File: src/rtl/fpu_rr_scheduler_if.sv
// Requester and shared-FPU signals of the scheduler. The master modport is the outside world
// (requesters plus the FPU they share); the slave modport is the scheduler sitting between them.
interface fpu_rr_scheduler_if #(
    parameter int NUM_M = 4,
    parameter int DW    = 25
);
    logic [NUM_M-1:0]    M_req;
    logic [NUM_M-1:0]    M_op;
    logic [NUM_M*DW-1:0] M_Data1;
    logic [NUM_M*DW-1:0] M_Data2;
    logic [DW-1:0]       M_Dataout;
    logic [NUM_M-1:0]    M_ack;
    logic [NUM_M-1:0]    M_err;
    logic                S_req;
    logic                S_op;
    logic [DW-1:0]       S_Data1;
    logic [DW-1:0]       S_Data2;
    logic [DW-1:0]       S_Datain;
    logic                S_ack;

    modport master (
        output M_req, M_op, M_Data1, M_Data2, S_Datain, S_ack,
        input  M_Dataout, M_ack, M_err, S_req, S_op, S_Data1, S_Data2
    );

    modport slave (
        input  M_req, M_op, M_Data1, M_Data2, S_Datain, S_ack,
        output M_Dataout, M_ack, M_err, S_req, S_op, S_Data1, S_Data2
    );
endinterface

File: src/rtl/fpu_rr_scheduler.sv
// Round-robin arbiter sharing one FPU among NUM_M requesters; operands latched at grant.
// Latency: S_req one edge after request is sampled, M_ack/M_err one edge after S_ack/timeout.
// Backpressure: one operation in flight; requesters hold M_req until M_ack/M_err.
module fpu_rr_scheduler #(
    parameter int NUM_M   = 4,
    parameter int DW      = 25,
    parameter int TIMEOUT = 64
) (
    input  logic              CLK,
    input  logic              RSTn,
    fpu_rr_scheduler_if.slave bus,
    output logic              Busy,
    output logic [2:0]        Grant
);
    localparam int PW = (NUM_M > 1) ? $clog2(NUM_M) : 1;
    localparam int CW = (TIMEOUT > 1) ? $clog2(TIMEOUT) : 1;

    typedef enum logic [1:0] {IDLE, BUSY, DONE} state_t;

    state_t        state;
    logic [PW-1:0] rr_ptr;
    logic [PW-1:0] gidx;
    logic [PW-1:0] next_ptr;
    logic [PW-1:0] win_idx;
    logic [PW-1:0] cand;
    logic          win_vld;
    logic [CW-1:0] cnt;
    logic          busy_q;

    function automatic logic [NUM_M-1:0] onehot(input logic [PW-1:0] i);
        logic [NUM_M-1:0] v;
        v    = '0;
        v[i] = 1'b1;
        return v;
    endfunction

    // Scan from the highest offset down so the closest requester to rr_ptr is kept last.
    always_comb begin
        win_vld = 1'b0;
        win_idx = '0;
        cand    = '0;
        for (int k = NUM_M - 1; k >= 0; k--) begin
            cand = (int'(rr_ptr) + k >= NUM_M) ? PW'(int'(rr_ptr) + k - NUM_M)
                                               : PW'(int'(rr_ptr) + k);
            if (bus.M_req[cand]) begin
                win_vld = 1'b1;
                win_idx = cand;
            end
        end
    end

    assign next_ptr = (gidx == PW'(NUM_M - 1)) ? '0 : gidx + 1'b1;

    always_ff @(posedge CLK) begin
        if (!RSTn) begin
            state         <= IDLE;
            rr_ptr        <= '0;
            gidx          <= '0;
            cnt           <= '0;
            busy_q        <= 1'b0;
            bus.S_req     <= 1'b0;
            bus.S_op      <= 1'b0;
            bus.S_Data1   <= '0;
            bus.S_Data2   <= '0;
            bus.M_ack     <= '0;
            bus.M_err     <= '0;
            bus.M_Dataout <= '0;
        end else begin
            case (state)
                IDLE: begin
                    if (win_vld) begin
                        gidx        <= win_idx;
                        bus.S_op    <= bus.M_op[win_idx];
                        bus.S_Data1 <= bus.M_Data1[win_idx*DW +: DW];
                        bus.S_Data2 <= bus.M_Data2[win_idx*DW +: DW];
                        bus.S_req   <= 1'b1;
                        cnt         <= '0;
                        busy_q      <= 1'b1;
                        state       <= BUSY;
                    end
                end
                BUSY: begin
                    // Withdrawal beats a same-cycle S_ack; S_ack beats the timeout.
                    if (!bus.M_req[gidx]) begin
                        bus.S_req <= 1'b0;
                        rr_ptr    <= next_ptr;
                        busy_q    <= 1'b0;
                        state     <= IDLE;
                    end else if (bus.S_ack) begin
                        bus.S_req     <= 1'b0;
                        bus.M_Dataout <= bus.S_Datain;
                        bus.M_ack     <= onehot(gidx);
                        state         <= DONE;
                    end else if (cnt == CW'(TIMEOUT - 1)) begin
                        bus.S_req     <= 1'b0;
                        bus.M_Dataout <= '0;
                        bus.M_err     <= onehot(gidx);
                        state         <= DONE;
                    end else begin
                        cnt <= cnt + 1'b1;
                    end
                end
                DONE: begin
                    bus.M_ack <= '0;
                    bus.M_err <= '0;
                    rr_ptr    <= next_ptr;
                    busy_q    <= 1'b0;
                    state     <= IDLE;
                end
                default: begin
                    state <= IDLE;
                end
            endcase
        end
    end

    assign Busy  = busy_q;
    assign Grant = 3'(gidx);
endmodule

File: src/flat_wrapper.sv
// flat-port wrapper written by rule: the top's interface ports become plain ports
module fpu_rr_scheduler_flat 
#(
    parameter int NUM_M   = 4,
    parameter int DW      = 25,
    parameter int TIMEOUT = 64
)
  (CLK, RSTn, Busy, Grant, bus_M_req, bus_M_op, bus_M_Data1, bus_M_Data2, bus_S_Datain, bus_S_ack, bus_M_Dataout, bus_M_ack, bus_M_err, bus_S_req, bus_S_op, bus_S_Data1, bus_S_Data2);
  fpu_rr_scheduler_if #(.NUM_M(NUM_M), .DW(DW)) bus_i ();
  input  logic CLK;
  input  logic RSTn;
  output logic Busy;
  output logic [2:0] Grant;
  input wire logic [$bits(bus_i.M_req)-1:0] bus_M_req;
  input wire logic [$bits(bus_i.M_op)-1:0] bus_M_op;
  input wire logic [$bits(bus_i.M_Data1)-1:0] bus_M_Data1;
  input wire logic [$bits(bus_i.M_Data2)-1:0] bus_M_Data2;
  input wire logic [$bits(bus_i.S_Datain)-1:0] bus_S_Datain;
  input wire logic [$bits(bus_i.S_ack)-1:0] bus_S_ack;
  output wire logic [$bits(bus_i.M_Dataout)-1:0] bus_M_Dataout;
  output wire logic [$bits(bus_i.M_ack)-1:0] bus_M_ack;
  output wire logic [$bits(bus_i.M_err)-1:0] bus_M_err;
  output wire logic [$bits(bus_i.S_req)-1:0] bus_S_req;
  output wire logic [$bits(bus_i.S_op)-1:0] bus_S_op;
  output wire logic [$bits(bus_i.S_Data1)-1:0] bus_S_Data1;
  output wire logic [$bits(bus_i.S_Data2)-1:0] bus_S_Data2;
  assign bus_i.M_req = bus_M_req;
  assign bus_i.M_op = bus_M_op;
  assign bus_i.M_Data1 = bus_M_Data1;
  assign bus_i.M_Data2 = bus_M_Data2;
  assign bus_i.S_Datain = bus_S_Datain;
  assign bus_i.S_ack = bus_S_ack;
  assign bus_M_Dataout = bus_i.M_Dataout;
  assign bus_M_ack = bus_i.M_ack;
  assign bus_M_err = bus_i.M_err;
  assign bus_S_req = bus_i.S_req;
  assign bus_S_op = bus_i.S_op;
  assign bus_S_Data1 = bus_i.S_Data1;
  assign bus_S_Data2 = bus_i.S_Data2;
  fpu_rr_scheduler #(.NUM_M(NUM_M), .DW(DW), .TIMEOUT(TIMEOUT)) u_core (.CLK(CLK), .RSTn(RSTn), .bus(bus_i), .Busy(Busy), .Grant(Grant));
endmodule
File: config.mk
export PLATFORM = sky130hd
export DESIGN_NAME = fpu_rr_scheduler_flat
export DESIGN_NICKNAME = d
export VERILOG_FILES = /design/src/rtl/fpu_rr_scheduler_if.sv /design/src/rtl/fpu_rr_scheduler.sv /design/src/flat_wrapper.sv
export SDC_FILE = /design/constraint.sdc
export NUM_CORES = 1
export LEC_CHECK = 0
export BUFFER_PORTS_ARGS = -buffer_cell sky130_fd_sc_hd__clkbuf_2
export CAP_MARGIN = 20
export CORE_AREA = 2 2 126 128
export CTS_BUF_LIST = sky130_fd_sc_hd__clkbuf_8
export CTS_CLUSTER_DIAMETER = 80
export CTS_CLUSTER_SIZE = 12
export DETAILED_ROUTE_END_ITERATION = 12
export DIE_AREA = 0 0 128 130
export PLACE_DENSITY = 0.72
export SYNTH_ARGS = -nofsm -noshare
export SYNTH_HDL_FRONTEND = slang
export SYNTH_SLANG_ARGS = --single-unit
File: constraint.sdc
create_clock -name CLK -period 3.1 [get_ports CLK]
set_input_delay 0 -clock CLK [delete_from_list [all_inputs] [get_ports CLK]]
set_output_delay 0 -clock CLK [all_outputs]
set_load 0.01 [all_outputs]
Word-level counts from Yosys, hierarchy flattened
Cells that the tools add are included.
{"block": "totals", "ff_bits": 98, "input_bits": 236, "output_inout_bits": 89, "wordCells": 117}
{"block": "classes", "addsub": 9, "n_mul": 1, "magnitude_cmp": 11, "n_eq_ne": 12, "n_shift": 2, "n_mux": 55, "reduce_logical": 15}
{"op": "$shiftx A100 B8 Y25", "count": 2}
{"op": "$mux W25", "count": 2}
{"op": "$mux W2", "count": 14}
{"op": "$mux W6", "count": 4}
{"op": "$mux W4", "count": 5}
{"op": "$lt A2 B3 Y1 const B", "count": 6}
{"op": "$mux W1", "count": 16}
{"op": "$pmux W4 S2", "count": 2}
{"op": "$bmux W1 S2", "count": 6}
{"op": "$pmux W6 S2", "count": 1}
{"op": "$reduce_and A3 Y1", "count": 4}
{"op": "$ge A3 B3 Y1 const B", "count": 3}
{"op": "$ne A2 B2 Y1 const B", "count": 4}
{"op": "$pmux W2 S2", "count": 2}
{"op": "$sub A2 B1 Y2 const B", "count": 4}
{"op": "$mul A2 B5 Y7 const B", "count": 1}
{"op": "$add A2 B2 Y3 const B", "count": 2}
{"op": "$add A6 B1 Y6 const B", "count": 1}
{"op": "$eq A6 B6 Y1 const B", "count": 1}
{"op": "$ne A2 B1 Y1 const B", "count": 3}
{"op": "$reduce_and A2 Y1", "count": 3}
{"op": "$reduce_bool A2 Y1", "count": 3}
{"op": "$reduce_and A5 Y1", "count": 1}
{"op": "$eq A2 B2 Y1 const B", "count": 2}
{"op": "13 further kinds", "count": 13}

Depth between registers and ports, before layout
Gate-level depths: netlist (run 1).
{"block": "logic_depth", "ltp_word": 11, "depth_mapped": 8, "ltp_nobuf": 6}

Worst setup path after synthesis (run 1)
Ideal clock, no wire load.
{"block": "synth_path", "path_type": "register to register", "startpoint": "register u_core.gidx[0]", "endpoint": "register u_core.bus.M_Dataout[10]", "setup_time_ns": 0.128, "arrival_ns": 1.765, "required_time_ns": 2.972, "setup_slack_ns": 1.207, "stages_incl_launch_ff": 7, "synth_period_minus_slack_ns": 1.893, "path_cell_list": "dfxtp_1 -> mux4_2 -> and3_1 -> buf_2 -> buf_6 -> a22oi_1 -> nor2_1"}
{"block": "synth_between", "elab_chain_len": 3}
{"element": "start, declared", "line": "fpu_rr_scheduler.sv:22", "text": "logic [PW-1:0] gidx;"}
{"element": "start signal, assigned", "line": "fpu_rr_scheduler.sv:72", "text": "gidx <= win_idx;"}
{"element": "$bmux W1 S2", "line": "fpu_rr_scheduler.sv:84", "text": "if (!bus.M_req[gidx]) begin"}
{"element": "$mux W1 (implied by the code)", "line": "fpu_rr_scheduler.sv:84"}
{"element": "$reduce_and A3 Y1 (no source line)"}
{"element": "end signal, assigned", "line": "fpu_rr_scheduler.sv:91", "text": "bus.M_Dataout <= bus.S_Datain;"}
{"element": "end, declared", "line": "fpu_rr_scheduler_if.sv:28", "text": "output M_Dataout, M_ack, M_err, S_req, S_op, S_Data1, S_Data2"}
Every way passes these cells. The select of a mux whose other input is x is not followed.
A chain may end at the register's enable or synchronous reset.

Final worst setup path (run 1)
{"block": "layout_path", "startpoint": "register u_core.rr_ptr[1]", "endpoint": "register u_core.bus.S_Data2[2]"}
{"block": "layout_between", "elab_chain_len": 11}
{"element": "start, declared", "line": "fpu_rr_scheduler.sv:21", "text": "logic [PW-1:0] rr_ptr;"}
{"element": "start signal, assigned", "line": "fpu_rr_scheduler.sv:86", "text": "rr_ptr <= next_ptr;"}
{"element": "start signal, assigned", "line": "fpu_rr_scheduler.sv:106", "text": "rr_ptr <= next_ptr;"}
{"element": "$add A2 B2 Y3", "line": "fpu_rr_scheduler.sv:43, fpu_rr_scheduler.sv:44"}
{"element": "$ge A3 B3 Y1 / $sub A2 B1 Y2 (equally long branches)", "line": "fpu_rr_scheduler.sv:43", "text": "cand = (int'(rr_ptr) + k >= NUM_M) ? PW'(int'(rr_ptr) + k - NUM_M)"}
{"element": "$mux W2", "line": "fpu_rr_scheduler.sv:43"}
{"element": "$bmux W1 S2", "line": "fpu_rr_scheduler.sv:45", "text": "if (bus.M_req[cand]) begin"}
{"element": "$mux W1 (implied by the code)", "line": "fpu_rr_scheduler.sv:45"}
{"element": "$mux W2 (4 in a row)", "line": "fpu_rr_scheduler.sv:45"}
{"element": "$mul A2 B5 Y7", "line": "fpu_rr_scheduler.sv:75", "text": "bus.S_Data2 <= bus.M_Data2[win_idx*DW +: DW];"}
{"element": "$shiftx A100 B8 Y25", "line": "fpu_rr_scheduler.sv:75"}
{"element": "end signal, assigned", "line": "fpu_rr_scheduler.sv:75"}
{"element": "end, declared", "line": "fpu_rr_scheduler_if.sv:28"}
Several ways; a longest one is shown, not always the timed one. The select of a mux whose other input is x is not followed.

==> results.cfg, run 1 <==
[run_status]
status = complete, no violations

[pwr]
power.static_leakage_nw = 4.13
switching_power_mw = 1.31
power_frac_comb_pct = 38.1
netSwitchingFraction_pct = 34.2
p_per_area_mw_per_mm2 = 438
internal-power_mw = 2.52
p_seq_share_pct = 39.4
clkPwrFrac_pct = 22.5
ir_worst_vdd_v = 0.000238

[final_layout]
fin_nets = 1237
utilization_pct = 56.5
diodes = 0
area.growth.synth_to_final_pct = 77.4
drive_above_1_share_pct = 36.5
fin_cells = 1189

[synthesis]
syn_inst = 505
yosys.area.top_type = dfxtp_1
syn-num-nets = 750
synth.top_cell.area_share_pct = 39.9
synthFlopType = dfxtp_1
yosysWarnings = 0
syn-cell-area_sq_mm = 0.00492
seq_area_frac_synth_pct = 39.9
synth_edf_count = 0
async_flop_share_pct = 0
yosys-top-cells-area = dfxtp_1 (40%), mux2i_1 (23%), o221ai_1 (9.1%)
synth.distinct_cells = 42
yosys_register_bits = 98
syn_avg_cell_area_sq_um = 9.73

[place]
post-place-ws_ns = 0.681
dp.cells = 990
dp_hpwl_mm = 12.5
gp_congestion = 0.822
port_buffers = 323

[floorplanning]
ioPinCount = 325
fp.dieH_microns = 130
die-area_sq_mm = 0.0166
rows = 46
core_sq_mm = 0.0154
die_w_microns = 128
start_util_pct = 31.9

[global_routing]
grt_usage_pct = 23.4
grt_max_degree = 70
grt_first_pass_wirelength_mm = 30.5
antenna_found_initial = 0
grt_pass1_vias = 6101
grt.overflow.total = 0

[worst_setup_path]
crit_path_top_delay_cell = dlygate4sd3_1
path_cells = a21oi_1 > o21ai_0 > a21oi_4 > buf_12 > clkbuf_16 > mux2i_1 > dlygate4sd3_1 > o221ai_1 > dlygate4sd3_1
cpPeakStageDelay_ns = 0.64
crit_path_max_fanout = 18
path_buf_inv = 4
cp_data_required_time_ns = 3.38
cp-end-kind = flip-flop
crit_top_cell = dlygate4sd3_1
start_kind = flip-flop
criticalPathCategory = reg -> reg
crit_family = buffers and inverters
crit_arrival_ns = 3.24

[route]
wl_per_cell_microns = 18.0
viasPerCell = 5.17
vias = 6142
drc = 0
drt_iter0_drc = 343
routed_wirelength_mm = 21.4
dr.pass1.iters = 5
ant_nets = 0

[clock_network]
clock_latency_ns = 0.39
path_clk_slew_ns = 0.12
cts_tree = done
htreeDepth = 3
clk_path_buf_depth = 2
ctsRootBufferMaster = clkbuf_8
cts.sinks = 98
numCtsBuffers = 9

[sta]
report.final.slew_viol_count = 0
fmax_ghz = 0.338
hold_viol_final = 0
worst_pin_slew_ns = 1.07
rsz0062_at_grt = no
slew_headroom_pct = 28.7
fin_worst_skew_ns = 0.0148
period_share_pct = 95.5
fin_ws_ns = 0.139
period_needed_ns = 2.96
setup_viol = 0
finalSetupTns_ns = 0

[run]
drv_cap = 0

[hold_path]
hp-class = in -> reg
-- worst paths after layout --
kind                                          start                     to  slack (ns)  cells past startpoint
worst max-delay path               u_core.rr_ptr[1]  u_core.bus.S_Data2[2]        0.14                      9
worst min-delay path                      bus_S_ack        u_core.state[1]        0.04                      3
worst max register to register     u_core.rr_ptr[1]  u_core.bus.S_Data2[2]        0.14                      9
worst min register to register  u_core.bus.M_ack[2]    u_core.bus.M_ack[2]        0.47                      2
-- worst register-to-register path, stage by stage (launching register included) --
cell           delay (ns)
dfxtp_1              0.42
a21oi_1              0.08
o21ai_0              0.30
a21oi_4              0.10
buf_12               0.15
clkbuf_16            0.20
mux2i_1              0.21
dlygate4sd3_1        0.64
o221ai_1             0.15
dlygate4sd3_1        0.61
-- synthesized netlist by cell type, types with 4 or more instances --
master    instances
a22oi_1          25
nand2b_1          4
clkbuf_1         12
nand3_1           5
mux2i_1         114
o21ai_0           6
nand2_1          67
nor2_1           37
buf_2            18
o221ai_1         51
dfxtp_1          98
a21oi_1           9
nand3b_1          5
buf_6             4
ha_1              9
inv_1             8
-- layout make-up --
class	instances	area, sq um
fill	1304	6710
timing repair buffer	514	3550
multi-input combinational	360	2740
sequential	98	1960
tap	192	240
clock buffer	9	124
clock inverter	7	76.3
inverter	9	33.8
-- timing repair --
action,CTS,global route
endpoints found under the setup margin,0,26
gates resized for setup,0,3
setup buffers,0,2
hold endpoints to repair,76,0
hold buffers,178,0
-- sequential cells by signal, indices dropped and copies added, names as in the netlist --
register              flops
u_core.Busy               1
u_core.bus.M_Dataout     25
u_core.bus.M_ack          4
u_core.bus.M_err          4
u_core.bus.S_Data1       25
u_core.bus.S_Data2       25
u_core.bus.S_op           1
u_core.bus.S_req          1
u_core.cnt                6
u_core.gidx               2
u_core.rr_ptr             2
u_core.state              2
-- metrics by stage --
| stage | instance area [sq um] | hold slack [ns] | power (mW) |
|---|---|---|---|
| after floorplan | 4920 | 0.161 | 2.12 |
| after global placement | 6670 | 0.247 | 2.54 |
| after detailed placement | 6670 | 0.259 | 2.56 |
| after CTS | 8660 | 0.00396 | 3.74 |
| after global routing | 8720 | 0.0564 | 3.99 |
| final | 8720 | 0.0352 | 3.82 |
-- kinds of logic (layout without fill, tap and decap cells) --
| group | count (synthesis) | count (layout) | share of synthesized area (%) |
|---|---|---|---|
| mux | 115 | 115 | 23.7 |
| buf+inv | 48 | 539 | 5.06 |
| simple gates | 127 | 128 | 11.0 |
| fa+ha+maj | 9 | 9 | 2.29 |
| compound gates | 103 | 103 | 17.3 |
| xor+xnor | 4 | 4 | 0.713 |
| flops | 98 | 98 | 39.9 |
| other cells | 1 | 1 | 0.0763 |
-- metal layers --
metal	global-route usage, %	part of all wire [%]	up-vias	wire (microns)
met5	0	0	-	0
met4	13.0	4.6	0	994
met3	5.99	6.3	92	1360
met2	41.2	51	344	11000
met1	26.0	38	2864	8140
li1	-	-	2842	-
-- power groups by stage --
stage / clock network [mW] / logic [mW] / registers (mW)
floorplan: 0 / 0.532 / 1.58
global placement: 0 / 1.01 / 1.53
detailed placement: 0 / 1.03 / 1.53
CTS: 0.880 / 1.36 / 1.50
global route: 0.919 / 1.55 / 1.52
finish: 0.860 / 1.46 / 1.51
-- cell usage in the layout, fill, tap and decap left out, drive strengths merged, types with 2 or more instances in the layout --
| cell type | count |
|---|---|
| nand2b | 4 |
| nor2 | 38 |
| xor2 | 2 |
| mux2i | 114 |
| o21ai | 8 |
| nand3 | 5 |
| a211oi | 2 |
| dlygate4sd3 | 178 |
| nand2 | 67 |
| a22oi | 25 |
| dfxtp | 98 |
| inv | 13 |
| a21oi | 9 |
| nand3b | 5 |
| xnor2 | 2 |
| clkinv | 3 |
| and2 | 2 |
| buf | 12 |
| clkbuf | 333 |
| o221ai | 51 |
| nor2b | 2 |
| ha | 9 |
(Power assumes the default switching activity.)
==> inputs of run 2 (changes only) <==
--- a/config.mk
+++ b/config.mk
@@ -13,7 +13,7 @@
 export CTS_CLUSTER_SIZE = 12
 export DETAILED_ROUTE_END_ITERATION = 12
 export DIE_AREA = 0 0 128 130
-export PLACE_DENSITY = 0.72
+export SETUP_SLACK_MARGIN = 0.2
 export SYNTH_ARGS = -nofsm -noshare
 export SYNTH_HDL_FRONTEND = slang
 export SYNTH_SLANG_ARGS = --single-unit
==> run 2 against run 1 <==
Compared with the run above:
- routed wire length shrank 7.6%
- die area is the same
- fmax up 8.8%
- first-iteration DRC count is 25% lower
- worst setup slack improved by 0.24 ns
- worst hold slack better by 0.022 ns
==> results.cfg, run 2 (same netlist as run 1, synthesis figures left out) <==
[route]
drc = 0
routed_wirelength_mm = 19.8
viasPerCell = 4.94
ant_nets = 0
dr.pass1.iters = 5
wl_per_cell_microns = 16.6
vias = 5878
drt_iter0_drc = 257

[worst_setup_path]
path_buf_inv = 4
crit_top_cell = dlygate4sd3_1
cp_data_required_time_ns = 3.37
path_cells = a21oi_1 > o21ai_1 > a21oi_4 > buf_4 > buf_12 > mux2i_1 > dlygate4sd3_1 > o221ai_1 > dlygate4sd3_1
criticalPathCategory = reg -> reg
crit_arrival_ns = 3.00
crit_path_top_delay_cell = dlygate4sd3_1
start_kind = flip-flop
crit_path_max_fanout = 24
crit_family = buffers and inverters
cp-end-kind = flip-flop
cpPeakStageDelay_ns = 0.59

[sta]
fin_ws_ns = 0.379
fmax_ghz = 0.367
finalSetupTns_ns = 0
period_share_pct = 87.8
worst_pin_slew_ns = 1.02
fin_worst_skew_ns = 0.0104
setup_viol = 0
report.final.slew_viol_count = 0
holdWs_ns = 0.0568
slew_headroom_pct = 32.2
hold_viol_final = 0
rsz0062_at_grt = no
period_needed_ns = 2.72

[run]
drv_cap = 0

[floorplanning]
die-area_sq_mm = 0.0166
rows = 46
core_sq_mm = 0.0154
fp.dieH_microns = 130
die_w_microns = 128
ioPinCount = 325
start_util_pct = 31.9

[global_routing]
grt_usage_pct = 21.7
grt_pass1_vias = 5742
grt.overflow.total = 0
antenna_found_initial = 0
grt_max_degree = 56
grt_first_pass_wirelength_mm = 28.2

[pwr]
ir_worst_vdd_v = 0.000228
power.static_leakage_nw = 4.15
p_per_area_mw_per_mm2 = 434
power_mw = 3.80

[final_layout]
fill_cells = 1368
fin_nets = 1239
final-seq-area_sq_mm = 0.00196
diodes = 0
multiInputGateArea_sq_mm = 0.00274
area.growth.synth_to_final_pct = 78.2
final_common_cell = clkbuf_2
top_regs = u_core.bus.M_Dataout: 25 flops, u_core.bus.S_Data1: 25 flops, u_core.bus.S_Data2: 25 flops
utilization_pct = 56.8
drive_above_1_share_pct = 36.3
final_cell_mix = clkbuf_2 (323), dlygate4sd3_1 (178), mux2i_1 (114)

[clock_network]
cts.sinks = 98
numCtsBuffers = 9
clk_path_buf_depth = 2
clock_latency_ns = 0.38
ctsRootBufferMaster = clkbuf_8
path_clk_slew_ns = 0.10
cts_tree = done
htreeDepth = 3

[hold_path]
hp-class = in -> reg

[place]
post-place-ws_ns = 0.922
port_buffers = 323
dp_hpwl_mm = 12.4
gp_congestion = 0.789

[run_status]
status = complete, no violations
[run 2: cell count changes in the layout (fill, tap and decap cells not counted), sizes merged]
cell      change
clkbuf        +2
clkinvlp      +1
bufinv        +1
inv           -3
nor2          -1
buf           +2
[run 2: cell type report]
type / instances / share of cell area, %
timing repair buffer: 517 / 41.0
multi-input combinational: 359 / 31.2
sequential: 98 / 22.4
tap: 192 / 2.74
clock buffer: 10 / 1.57
clock inverter: 6 / 0.671
inverter: 9 / 0.386
[run 2: where the power goes]
| group | internal [mW] | switching (mW) |
|---|---|---|
| Clock | 0.390 | 0.458 |
| Sequential | 1.41 | 0.0924 |
| Combinational | 0.792 | 0.656 |
[run 2: worst reg2reg max path, stage by stage (launching register included)]
cell,delay [ns]
dfxtp_1,0.36
a21oi_1,0.13
o21ai_1,0.10
a21oi_4,0.13
buf_4,0.13
buf_12,0.18
mux2i_1,0.30
dlygate4sd3_1,0.59
o221ai_1,0.11
dlygate4sd3_1,0.58
[run 2: worst paths after layout]
path / from / endpoint / slack (ns) / depth (start not counted)
setup reg to reg: u_core.rr_ptr[1] / u_core.bus.S_Data1[7] / 0.38 / 9
setup / recovery: u_core.rr_ptr[1] / u_core.bus.S_Data1[7] / 0.38 / 9
hold reg to reg: u_core.bus.M_ack[1] / u_core.bus.M_ack[1] / 0.46 / 2
hold / removal: bus_S_ack / u_core.state[1] / 0.06 / 3
[run 2: stage by stage]
step           cells  area [sq um]
3_3_place_gp     990          6690
4_1_cts         1184          8660
6_report        1191          8760
3_5_place_dp     990          6690
2_1_floorplan    505          4920
5_1_grt         1191          8760
[run 2: per-layer routing]
metal	up-vias	track usage [%]	part of all wire, %
met5	-	0	0
met4	0	10.6	3.0
met3	40	4.35	5.2
met2	222	38.4	51
met1	2771	25.1	41
li1	2845	-	-
[run 2: timing repair]
action	in CTS	in global routing
hold buffers	178	0
buffers inserted	0	3
setup endpoints to repair	0	51
gates resized for setup	0	3
endpoints found under the hold margin	76	0
==> inputs of run 3 (changes only) <==
--- a/config.mk
+++ b/config.mk
@@ -5,7 +5,7 @@
 export SDC_FILE = /design/constraint.sdc
 export NUM_CORES = 1
 export LEC_CHECK = 0
-export BUFFER_PORTS_ARGS = -buffer_cell sky130_fd_sc_hd__clkbuf_2
+export BUFFER_PORTS_ARGS = -buffer_cell sky130_fd_sc_hd__buf_2
 export CAP_MARGIN = 20
 export CORE_AREA = 2 2 126 128
 export CTS_BUF_LIST = sky130_fd_sc_hd__clkbuf_8
==> run 3 against run 2 <==
Compared with the run above:
- non-clock buffer count is 18 higher
- core utilization grew 1.1 points
- worst setup slack worse by 0.059 ns
- final area rose by 1.9%
- worst hold slack worse by 0.0082 ns
- clock power fell by 3.1%
- clock skew hardly changed
- fmax shrank 2.1%
- count of clock-buffer cells in the layout shrank 1
- critical path type unchanged
- highest routed layer unchanged
==> results.cfg, run 3 (same netlist as run 1, synthesis figures left out) <==
[run_status]
status = complete, no violations

[final_layout]
fill_cells = 1330
fin_nets = 1257
top_regs = u_core.bus.M_Dataout: 25 flops, u_core.bus.S_Data1: 25 flops, u_core.bus.S_Data2: 25 flops
area.growth.synth_to_final_pct = 81.5
final_cell_mix = buf_2 (323), dlygate4sd3_1 (200), mux2i_1 (114)
final_common_cell = buf_2
drive_above_1_share_pct = 35.3

[route]
routed_wirelength_mm = 20.2
viasPerCell = 4.99
drc = 0
drt_iter0_drc = 260
dr.pass1.iters = 5
ant_nets = 0
wl_per_cell_microns = 16.7
vias = 6047

[global_routing]
antenna_found_initial = 1
grt_pass1_vias = 5907
grt_usage_pct = 22.4
grt.overflow.total = 0
grt_first_pass_wirelength_mm = 29.2
grt_max_degree = 60

[pwr]
ir_worst_vdd_v = 0.000253
power.static_leakage_nw = 4.19
p_per_area_mw_per_mm2 = 420

[hold_path]
holdPathStages = 3
hp-class = in -> reg
hold_end = u_core.bus.M_ack[2]
hold_start = RSTn

[worst_setup_path]
criticalPathCategory = reg -> reg
start_kind = flip-flop
cp_data_required_time_ns = 3.38
r2r_slack_ns = 0.32
r2r_start = u_core.rr_ptr[1]
cp-end-kind = flip-flop
crit_path_max_fanout = 15
reg2reg_to = u_core.bus.S_Data2[2]
crit_arrival_ns = 3.06
worst_r2r_path_depth = 8

[sta]
worst_pin_slew_ns = 0.988
period_share_pct = 89.7
hold_viol_final = 0
report.final.slew_viol_count = 0
setup_viol = 0
rsz0062_at_grt = no
fin_worst_skew_ns = 0.0104
finalSetupTns_ns = 0
period_needed_ns = 2.78
slew_headroom_pct = 34.2
fmax_ghz = 0.360
holdWs_ns = 0.0486

[floorplanning]
rows = 46
die_w_microns = 128
fp.dieH_microns = 130
core_sq_mm = 0.0154
start_util_pct = 31.9
ioPinCount = 325
die-area_sq_mm = 0.0166

[clock_network]
numCtsBuffers = 9
cts.sinks = 98
cts_tree = done
htreeDepth = 3
ctsRootBufferMaster = clkbuf_8
clock_latency_ns = 0.38
path_clk_slew_ns = 0.10
clk_path_buf_depth = 2

[place]
port_buffers = 323
dp_hpwl_mm = 12.3
gp_congestion = 0.824

[run]
drv_cap = 0
## run 3: changes by cell type in the layout (fill, tap and decap cells not counted), moves of 2 or more
cell	change
buf_4	-2
diode_2	+2
buf_2	+323
clkbuf_2	-323
dlygate4sd3_1	+22
## run 3: metal layers
layer  wire, microns  part of all wire (%)  global-route usage, %  up-vias
met2            9890                    49                   38.4      271
met4             917                   4.5                   12.2        0
met1            8220                    41                   26.0     2835
li1                -                     -                      -     2884
met3            1160                   5.7                   5.21       57
met5               0                     0                      0        -
## run 3: how the worst max path moves through the flow
stage / start / cells after the start / end
after floorplan: u_core.gidx[0] / 6 / u_core.bus.M_Dataout[10]
after global placement: u_core.rr_ptr[0] / 6 / u_core.bus.S_Data2[23]
after detailed placement: u_core.rr_ptr[0] / 6 / u_core.bus.S_Data2[7]
after CTS: u_core.rr_ptr[1] / 8 / u_core.bus.S_Data1[7]
after global routing: u_core.rr_ptr[1] / 8 / u_core.bus.S_Data1[18]
final: u_core.rr_ptr[1] / 8 / u_core.bus.S_Data2[2]
## run 3: critical path: stages, from the launching register on
cell and delay [ns]:
dfxtp_1 0.37, a21oi_1 0.13, o21ai_0 0.14, a21oi_4 0.24, buf_6 0.28, mux2i_1 0.25
dlygate4sd3_1 0.57, o221ai_1 0.11, dlygate4sd3_1 0.58
## run 3: area by class of cell
cell class / count / area, sq um / share of cell area, %
Antenna cell: 2 / 5.00 / 0.0561
Clock buffer: 9 / 124 / 1.39
Clock inverter: 7 / 63.8 / 0.715
Inverter: 9 / 33.8 / 0.379
Multi-Input combinational cell: 359 / 2740 / 30.7
Sequential cell: 98 / 1960 / 22.0
Tap cell: 192 / 240 / 2.69
Timing Repair Buffer: 535 / 3750 / 42.1
## run 3: what timing repair did
action	4_1_cts	5_1_grt
endpoints found under the hold margin	76	0
hold buffers	200	0
resized for setup	0	3
setup endpoints to repair	0	29
buffers inserted	0	1
## run 3: power by group
part	total [mW]	internal [mW]	switching, mW
Combinational	1.43	0.779	0.647
Clock	0.822	0.367	0.455
Sequential	1.50	1.41	0.0873
## run 3: through the flow
step	util (%)	cells	total power [mW]	instance area (sq um)	setup slack [ns]
CTS	57.4	1205	3.72	8860	0.237
finish	57.9	1211	3.75	8920	0.320
detailed placement	43.2	989	2.56	6670	0.891
floorplan	-	505	2.12	4920	1.21
global route	57.8	1210	3.93	8920	0.224
global placement	43.2	989	2.56	6670	0.938
